<file path="src/rtl/paddle_motion_ctrl.sv">
// Pong paddle motion sequencer: turns up/down button levels into per-frame
// paddle position updates with speed ramp, wall clamping and recentring.
// Position, speed and state only change on the frame tick, so the renderer
// never sees a paddle that moves mid-frame.
module paddle_motion_ctrl #(
  parameter int X_POS      = 20,
  parameter int WIDTH      = 8,
  parameter int HEIGHT     = 48,
  parameter int Y_MIN      = 8,
  parameter int Y_MAX      = 472,
  parameter int Y_RESET    = 216,
  parameter int V_MAX      = 8,
  parameter int ACC_FRAMES = 4
) (
  input  logic       clk,
  input  logic       reset,
  input  logic       frame_tick,
  input  logic       enable,
  input  logic       btn_up,
  input  logic       btn_down,
  input  logic       center_req,
  output logic [9:0] x_paddle,
  output logic [9:0] y_paddle,
  output logic [7:0] width_paddle,
  output logic [7:0] height_paddle,
  output logic [3:0] speed,
  output logic       busy_center
);

  typedef enum logic [1:0] {
    S_IDLE      = 2'd0,
    S_MOVE_UP   = 2'd1,
    S_MOVE_DOWN = 2'd2,
    S_CENTER    = 2'd3
  } state_t;

  // Motion arithmetic is done on 11-bit signed values so that neither the
  // subtraction near the top wall nor the addition near the bottom wraps.
  localparam logic signed [10:0] Y_LO_S   = 11'(Y_MIN);
  localparam logic signed [10:0] Y_HI_S   = 11'(Y_MAX - HEIGHT);
  localparam logic signed [10:0] Y_RST_S  = 11'(Y_RESET);
  localparam logic signed [10:0] V_MAX_S  = 11'(V_MAX);
  localparam logic [9:0]         Y_RST10  = 10'(Y_RESET);
  localparam logic [3:0]         V_MAX4   = 4'(V_MAX);
  localparam logic [3:0]         ACC_LAST = 4'(ACC_FRAMES - 1);

  state_t     state_q, state_d;
  logic [9:0] y_q, y_d;
  logic [3:0] speed_q, speed_d;
  logic [3:0] hold_q, hold_d;
  logic       pend_q, pend_d;
  logic       up_meta_q, up_meta_d, up_sync_q, up_sync_d;
  logic       dn_meta_q, dn_meta_d, dn_sync_q, dn_sync_d;

  logic       dir_up, dir_dn;
  logic [3:0] hold_inc;
  logic [9:0] y_ctr;

  // Move up by s pixels, stopping at the top wall.
  function automatic logic [9:0] step_up(input logic [9:0] y, input logic [3:0] s);
    logic signed [10:0] t;
    t = $signed({1'b0, y}) - $signed({7'd0, s});
    step_up = (t < Y_LO_S) ? Y_LO_S[9:0] : t[9:0];
  endfunction

  // Move down by s pixels, stopping where the paddle bottom meets the wall.
  function automatic logic [9:0] step_dn(input logic [9:0] y, input logic [3:0] s);
    logic signed [10:0] t;
    t = $signed({1'b0, y}) + $signed({7'd0, s});
    step_dn = (t > Y_HI_S) ? Y_HI_S[9:0] : t[9:0];
  endfunction

  // Move toward the centre by at most V_MAX, landing exactly on it.
  function automatic logic [9:0] center_step(input logic [9:0] y);
    logic signed [10:0] ys;
    logic signed [10:0] diff;
    logic signed [10:0] mag;
    logic signed [10:0] res;
    ys   = $signed({1'b0, y});
    diff = ys - Y_RST_S;
    mag  = diff[10] ? -diff : diff;
    mag  = (mag > V_MAX_S) ? V_MAX_S : mag;
    res  = diff[10] ? (ys + mag) : (ys - mag);
    center_step = res[9:0];
  endfunction

  // Next-state, speed ramp, motion and centre-pending logic.
  always_comb begin
    up_meta_d = btn_up;
    up_sync_d = up_meta_q;
    dn_meta_d = btn_down;
    dn_sync_d = dn_meta_q;
    dir_up    = up_sync_q & ~dn_sync_q;
    dir_dn    = dn_sync_q & ~up_sync_q;
    state_d   = state_q;
    y_d       = y_q;
    speed_d   = speed_q;
    hold_d    = hold_q;
    hold_inc  = (hold_q == ACC_LAST) ? 4'd0 : (hold_q + 4'd1);
    y_ctr     = center_step(y_q);

    // A request is consumed by the tick; requests during recentring are dropped.
    if (frame_tick) begin
      pend_d = 1'b0;
    end else if (state_q == S_CENTER) begin
      pend_d = 1'b0;
    end else begin
      pend_d = pend_q | center_req;
    end

    if (frame_tick) begin
      if ((state_q == S_CENTER) || pend_q || center_req) begin
        y_d    = y_ctr;
        hold_d = 4'd0;
        if (y_ctr == Y_RST10) begin
          state_d = S_IDLE;
          speed_d = 4'd0;
        end else begin
          state_d = S_CENTER;
          speed_d = V_MAX4;
        end
      end else if (!enable || !(dir_up || dir_dn)) begin
        state_d = S_IDLE;
        speed_d = 4'd0;
        hold_d  = 4'd0;
      end else begin
        if ((dir_up && (state_q == S_MOVE_UP)) || (dir_dn && (state_q == S_MOVE_DOWN))) begin
          // Same direction held: speed steps up each time the hold count
          // lands on ACC_FRAMES-1, and the move already uses the new speed.
          hold_d  = hold_inc;
          speed_d = ((hold_inc == ACC_LAST) && (speed_q < V_MAX4)) ? (speed_q + 4'd1) : speed_q;
        end else begin
          state_d = dir_up ? S_MOVE_UP : S_MOVE_DOWN;
          speed_d = 4'd1;
          hold_d  = 4'd0;
        end
        y_d = dir_up ? step_up(y_q, speed_d) : step_dn(y_q, speed_d);
      end
    end else begin
      state_d = state_q;
      y_d     = y_q;
    end
  end

  // State, position, speed and button synchronizer registers.
  always_ff @(posedge clk or posedge reset) begin
    if (reset) begin
      state_q   <= S_IDLE;
      y_q       <= Y_RST10;
      speed_q   <= 4'd0;
      hold_q    <= 4'd0;
      pend_q    <= 1'b0;
      up_meta_q <= 1'b0;
      up_sync_q <= 1'b0;
      dn_meta_q <= 1'b0;
      dn_sync_q <= 1'b0;
    end else begin
      state_q   <= state_d;
      y_q       <= y_d;
      speed_q   <= speed_d;
      hold_q    <= hold_d;
      pend_q    <= pend_d;
      up_meta_q <= up_meta_d;
      up_sync_q <= up_sync_d;
      dn_meta_q <= dn_meta_d;
      dn_sync_q <= dn_sync_d;
    end
  end

  assign x_paddle      = 10'(X_POS);
  assign width_paddle  = 8'(WIDTH);
  assign height_paddle = 8'(HEIGHT);
  assign y_paddle      = y_q;
  assign speed         = speed_q;
  assign busy_center   = (state_q == S_CENTER);

endmodule

</file>
<file path="config.mk">
export PLATFORM = sky130hd
export DESIGN_NAME = paddle_motion_ctrl
export DESIGN_NICKNAME = d
export VERILOG_FILES = /design/src/rtl/paddle_motion_ctrl.sv
export SDC_FILE = /design/constraint.sdc
export NUM_CORES = 1
export LEC_CHECK = 0
export BUFFER_PORTS_ARGS = -buffer_cell sky130_fd_sc_hd__buf_2
export CORE_MARGIN = 4
export CORE_UTILIZATION = 43
export DETAILED_ROUTE_END_ITERATION = 7
export PLACE_DENSITY = 0.73
export SETUP_SLACK_MARGIN = 0.2
export SYNTH_ARGS = -nofsm -noshare
export SYNTH_HDL_FRONTEND = slang
export SYNTH_SLANG_ARGS = --single-unit
</file>
<file path="constraint.sdc">
create_clock -name clk -period 5.07 [get_ports clk]
set_input_delay 1.014 -clock clk [delete_from_list [all_inputs] [get_ports clk]]
set_output_delay 1.014 -clock clk [all_outputs]
set_load 0.01 [all_outputs]
</file>
; ---- Word level (Yosys, flattened, before mapping)
; Cells that the tools add are included.
[op_classes]
bitwise_logic = 5
n_mux = 27
n_reduce_logical = 12
magnitude_cmp = 4
addsub = 8
n_eq_ne = 8
[op_table]
columns = op, count
row1 = $mux W10, 7
row2 = $mux W4, 12
row3 = $add A10 B4 Y11, 1
row4 = $gt A11 B10 Y1 const B, 1
row5 = $gt A11 B5 Y1 const B, 1
row6 = $lt A11 B5 Y1 const B, 1
row7 = $mux W11, 1
row8 = $neg A11 Y11, 1
row9 = $sub A10 B4 Y11, 1
row10 = $sub A10 B8 Y11 const B, 1
row11 = $add A10 B10 Y10, 1
row12 = $eq A10 B8 Y1 const B, 1
row13 = $mux W2, 5
row14 = $sub A10 B10 Y10, 1
row15 = $add A4 B1 Y4 const B, 2
row16 = $eq A4 B2 Y1 const B, 2
row17 = $logic_or A1 B1 Y1, 5
row18 = $eq A2 B2 Y1 const B, 2
row19 = $lt A4 B4 Y1 const B, 1
row20 = $reduce_and A2 Y1, 2
row21 = $logic_and A1 B1 Y1, 3
row22 = $ne A3 B3 Y1 const B, 1
row23 = $and A1 B1 Y1, 2
row24 = $eq A2 B1 Y1 const B, 1
row25 = 5 further kinds, 8
[word_totals]
input_bits = 7
register_bits = 25
wordCells = 73
out_inout_bits = 41

; ---- Logic depth before layout (Yosys ltp)
[depth]
depth_word = 15
ltp_mapped = 24
mapped_depth_nobuf = 23

; ---- Worst setup path after synthesis
; OpenSTA, ideal clock, no wires.
[synth_path]
kind = flip-flop to flip-flop
from = register y_q[3], in the netlist y_paddle[3]
to = register state_q[0]
stages_incl_launch_ff = 24
synth_period_minus_slack_ns = 5.074
slack_ns = -0.004
arrival_ns = 4.931
required_ns = 4.927
setup_ns = 0.143
path_cell_list = dfstp_2 ha_1 xnor2_1 nor2_1 a2111oi_4 o32ai_4 nor2_1 clkbuf_1 nand2_1 ha_1 nor2_1 o21bai_1 nor2_1 a311oi_1 ha_1 nor2b_1 o21ai_0 a21boi_0 o21ai_0 a21oi_1 nor3_1 o211ai_1 o41ai_2 a31oi_1
[synth_via]
elab_chain_cells = 10
word_cells_on_any_way = 11
cone_classes = 4 x add/sub / 1 x order compare / 1 x eq/ne / 5 x mux
[synth_rtl]
columns = element, line_no
row1 = from (decl), 48  ; logic [9:0] y_q, y_d;
row2 = from (signal assigned), 159  ; y_q <= y_d;
row3 = $sub A10 B8 Y11, 80  ; diff = ys - Y_RST_S;
row4 = $neg A11 Y11, 81  ; mag = diff[10] ? -diff : diff;
row5 = $mux W11, 81
row6 = $gt A11 B5 Y1, 82  ; mag = (mag > V_MAX_S) ? V_MAX_S : mag;
row7 = $mux W10, 82
row8 = $sub A10 B10 Y10 / $add A10 B10 Y10 (equally long branches), 83  ; res = diff[10] ? (ys + mag) : (ys - mag);
row9 = $mux W10 *, 83
row10 = $eq A10 B8 Y1 *, 115  ; if (y_ctr == Y_RST10) begin
row11 = $mux W2 *, 115
row12 = $mux W2 *, 112  ; if ((state_q == S_CENTER) || pend_q || center_req) begin
row13 = to (signal assigned), 158  ; state_q <= state_d;
row14 = to (decl), 47  ; state_t state_q, state_d;
; Every way passes the cells marked *; elsewhere a longest branch is shown, timed or not.
; A chain may end at the register's enable or synchronous reset.

; ---- Worst setup path after layout
; Ends and elaborated chain as after synthesis.

==> results.md <==
- Worst r2r src: y_paddle[3]
- Tcrit/Tclk final: 91.77%
- Clk slew on worst S/H paths: 0.09 ns
- Antenna Nets Post-Route: 0
- Crit Path Category: reg2reg
- Area share of fa/ha/maj cells after synthesis: 11.04%
- Crit-path cells: ha_4, o21ai_1, xnor2_2, a2111oi_4, o32ai_4, nor2_4, nand2_1, ha_2, nor2_2, o21bai_1, nor2_1, a311oi_1, ha_1, nor2b_1, o21ai_1, a21boi_1, nor2_1, and4_1, o2111a_1, o211ai_1, o41ai_2, buf_4, a31oi_1
- Main flop type after synthesis: dfrtp_1
- Hold Fails Final Rpt: 0
- Area of the die: 9050 um2
- Gr usage total: around 20%
- Crit path capture: state_q[0]
- Worst vdd ir: approximately 0.4 mV
- Register Area: 633.1 um2
- Relative slew slack: about a third
- Type of destination of the critical path: flip-flop
- Distinct cells, synth: 77
- Async SR Flop Fraction: 100.0%
- Area occupied by multi-input gates: 2449 um2
- Largest family of logic cells by synthesized area: compound AO/OA/AOI/OAI gates
- Complex-gate fraction of the synthesized area: 31.54%
- I/O Pins: 48
- WP depth: 23
- RD Place Congestion: 0.9956
- Initial Utilization: 44.53%
- Clock sink count: 25
- Ant diodes: 0
- HPWL after DPL: 6.944 mm
- R2R depth: 23
- Worst path arrival time: 4.80 ns
- Residual DRC: 0
- Syn Area/Cell: ~7.8 um2
- # port buffers: 21
- Max Slew Vio Count: 0
- H-tree levels: 1
- Sequential share of the synthesized area: approximately a fifth
- Commonest non-fill, non-tap cells in the layout: nand2_1, nor2_1, inv_1, conb_1, o21ai_0
- DR WL/cell: 16.40 um
- RR Endpoint: state_q[0]
- Via density: approximately 6
- Total of max-cap violations: 0
- Final min period: 4.653 ns
- Die Y: 95.13 um
- CP top delay family: compound AO/OA/AOI/OAI gates
- CTS hold repair buffers: 0
- Fraction of synthesized area in multiplexers: 0.6133%
- Area after DPL: 3437 um2
- XOR/XNOR share of the synthesized area: between 4 and 5%
- Simple-Gate Fraction of Synth Area: a little over a fifth
- Slew @ Worst Pin: 0.9869 ns
- Crit path largest cell delay: about 0.58 ns
- Iter 0 DRT Violations: just over 300
- Fin area: 3641 um2
- RSZ-0062 raised after global routing: yes
- Worst Clk Skew: 0.004382 ns
- Clk Latency, worst-skew pair: 0.27 ns
- WL final: 8.989 mm
- FMAX: roughly 210 MHz
- Share of layout cells above drive strength 1: between 10% and 20%
- Reg2reg setup slack: 0.42 ns
- Worst Hold Class: reg2reg
- First-pass GRT wire length: ~14 mm
- Vias in the first global route: 3067
- PD cells: 700.1 nW/um2
- Outcome: complete, no violations
- Setup TNS: 0 ns
- Final Power: between 2000 and 3000 uW
- Core area: 7331 um2
- Setup crit start: y_paddle[3]
- Die width: 95.13 um
- Static leakage: 0.001544 uW
- Layout area overhead: 11.54%
- Number of antenna violations at the first check in global routing: 0
- Crit path required time: about 5.2 ns
- Via count: 3238
- Hold Worst Slack: 0.3587 ns
- Row count: 31
- TritonCTS buffer count: 3
- Number of fill cells: slightly above 700
- Total grt overflow: 0
- Critical path's slowest cell: dfstp_2
- #FFs+latches synth: 25
- Worst Path Buf+Inv: 1
- CTS tree: yes
- Post-synthesis cell count: around 420
- Commonest non-fill, non-tap cell in the layout: nand2_1
- Largest net degree at the start of global routing: 26
- Bufs on Longest Clock Path: 2
- Root Buffer: clkbuf_8
- Nets: 484
- Yosys warnings: 0
- First-pass detailed-route iteration total: 5
- CP startpoint kind: flip-flop
- Critical path fanouts, max: 5
- Setup-failing EPs final: 0
- Mapped Area: 3264 um2
- Post-synth EDFFs: 0
## through the flow
stage                     utilization [%]  instances  setup WS (ns)
after global routing                49.67        548         0.1458
after detailed placement            46.89        537      -0.005598
after CTS                           48.40        545         0.2195
after floorplan                         -        443         0.2018
after global placement              46.89        537         0.2176
final                               49.67        548         0.4174
## logic make-up (layout without fill, tap and decap cells)
group / count (synthesis) / count (layout)
compound gates: 136 / 136
xor+xnor: 17 / 17
fa+ha+maj: 27 / 27
buf+inv: 70 / 76
flops: 25 / 25
mux: 2 / 2
other cells: 2 / 26
simple gates: 140 / 140
## where the power goes
group          total [uW]  switching [uW]  internal [uW]
sequential            365            93.6            271
clock                 121            64.6           56.3
combinational        2060            1250            818
total                2550            1400           1150
## routing by layer
layer  vias up  global-route usage (%)  part of all wire (%)
met3        22                   2.605                   6.7
li1       1547                       -                     -
met5         -                       0                     0
met2       123                   32.94                    47
met1      1546                   26.41                    44
met4         0                   5.529                   2.1
## layout make-up
| class | instances | area share (%) |
|---|---|---|
| Clock buffer | 4 | 1.237 |
| Inverter | 29 | 2.990 |
| Multi-Input combinational cell | 348 | 67.25 |
| Sequential cell | 25 | 17.39 |
| Tap cell | 99 | 3.402 |
| Timing Repair Buffer | 43 | 7.732 |
## cells in the mapped netlist, drive strengths merged (3+ instances only)
master / count / area [um2]
nand2: 41 / 153.9
nor2: 37 / 138.9
buf: 30 / 221.5
inv: 28 / 105.1
o21ai: 27 / 135.1
ha: 24 / 300.3
a21oi: 22 / 113.9
dfrtp: 21 / 525.5
xnor2: 13 / 113.9
a21o: 11 / 82.58
clkbuf: 11 / 41.29
nand3: 10 / 50.05
nor3: 10 / 61.31
o31ai: 10 / 85.08
a31oi: 9 / 62.56
and3: 9 / 66.31
a41oi: 5 / 43.79
nand3b: 5 / 37.54
o211ai: 5 / 51.30
a211oi: 4 / 30.03
and2: 4 / 25.02
dfstp: 4 / 105.1
nand2b: 4 / 25.02
nor2b: 4 / 25.02
o22ai: 4 / 25.02
xor2: 4 / 35.03
a2111oi: 3 / 45.05
fa: 3 / 60.06
nor3b: 3 / 22.52
o21a: 3 / 22.52
o41ai: 3 / 33.79
or2: 3 / 18.77
## repair_timing
| action | CTS | global route |
|---|---|---|
| gates resized for setup | 7 | 21 |
| setup buffers | 4 | 3 |
| pin swaps | 5 | 6 |
| endpoints found under the setup margin | 4 | 12 |
## registers in the layout, summed over array words and instances, names as in the netlist
signal / cells
up_sync_q: 1
dn_meta_q: 1
up_meta_q: 1
speed: 4
state_q: 2
hold_q: 4
dn_sync_q: 1
pend_q: 1
y_paddle: 10
## how the worst min path moves through the flow
stage | endpoint | cells after the start | from
2_1_floorplan | dn_sync_q | 0 | dn_meta_q
3_3_place_gp | up_sync_q | 0 | up_meta_q
3_5_place_dp | up_sync_q | 0 | up_meta_q
4_1_cts | up_sync_q | 0 | up_meta_q
5_1_grt | up_sync_q | 0 | up_meta_q
6_report | up_sync_q | 0 | up_meta_q
No activity file was read; power rests on OpenSTA's default activity.
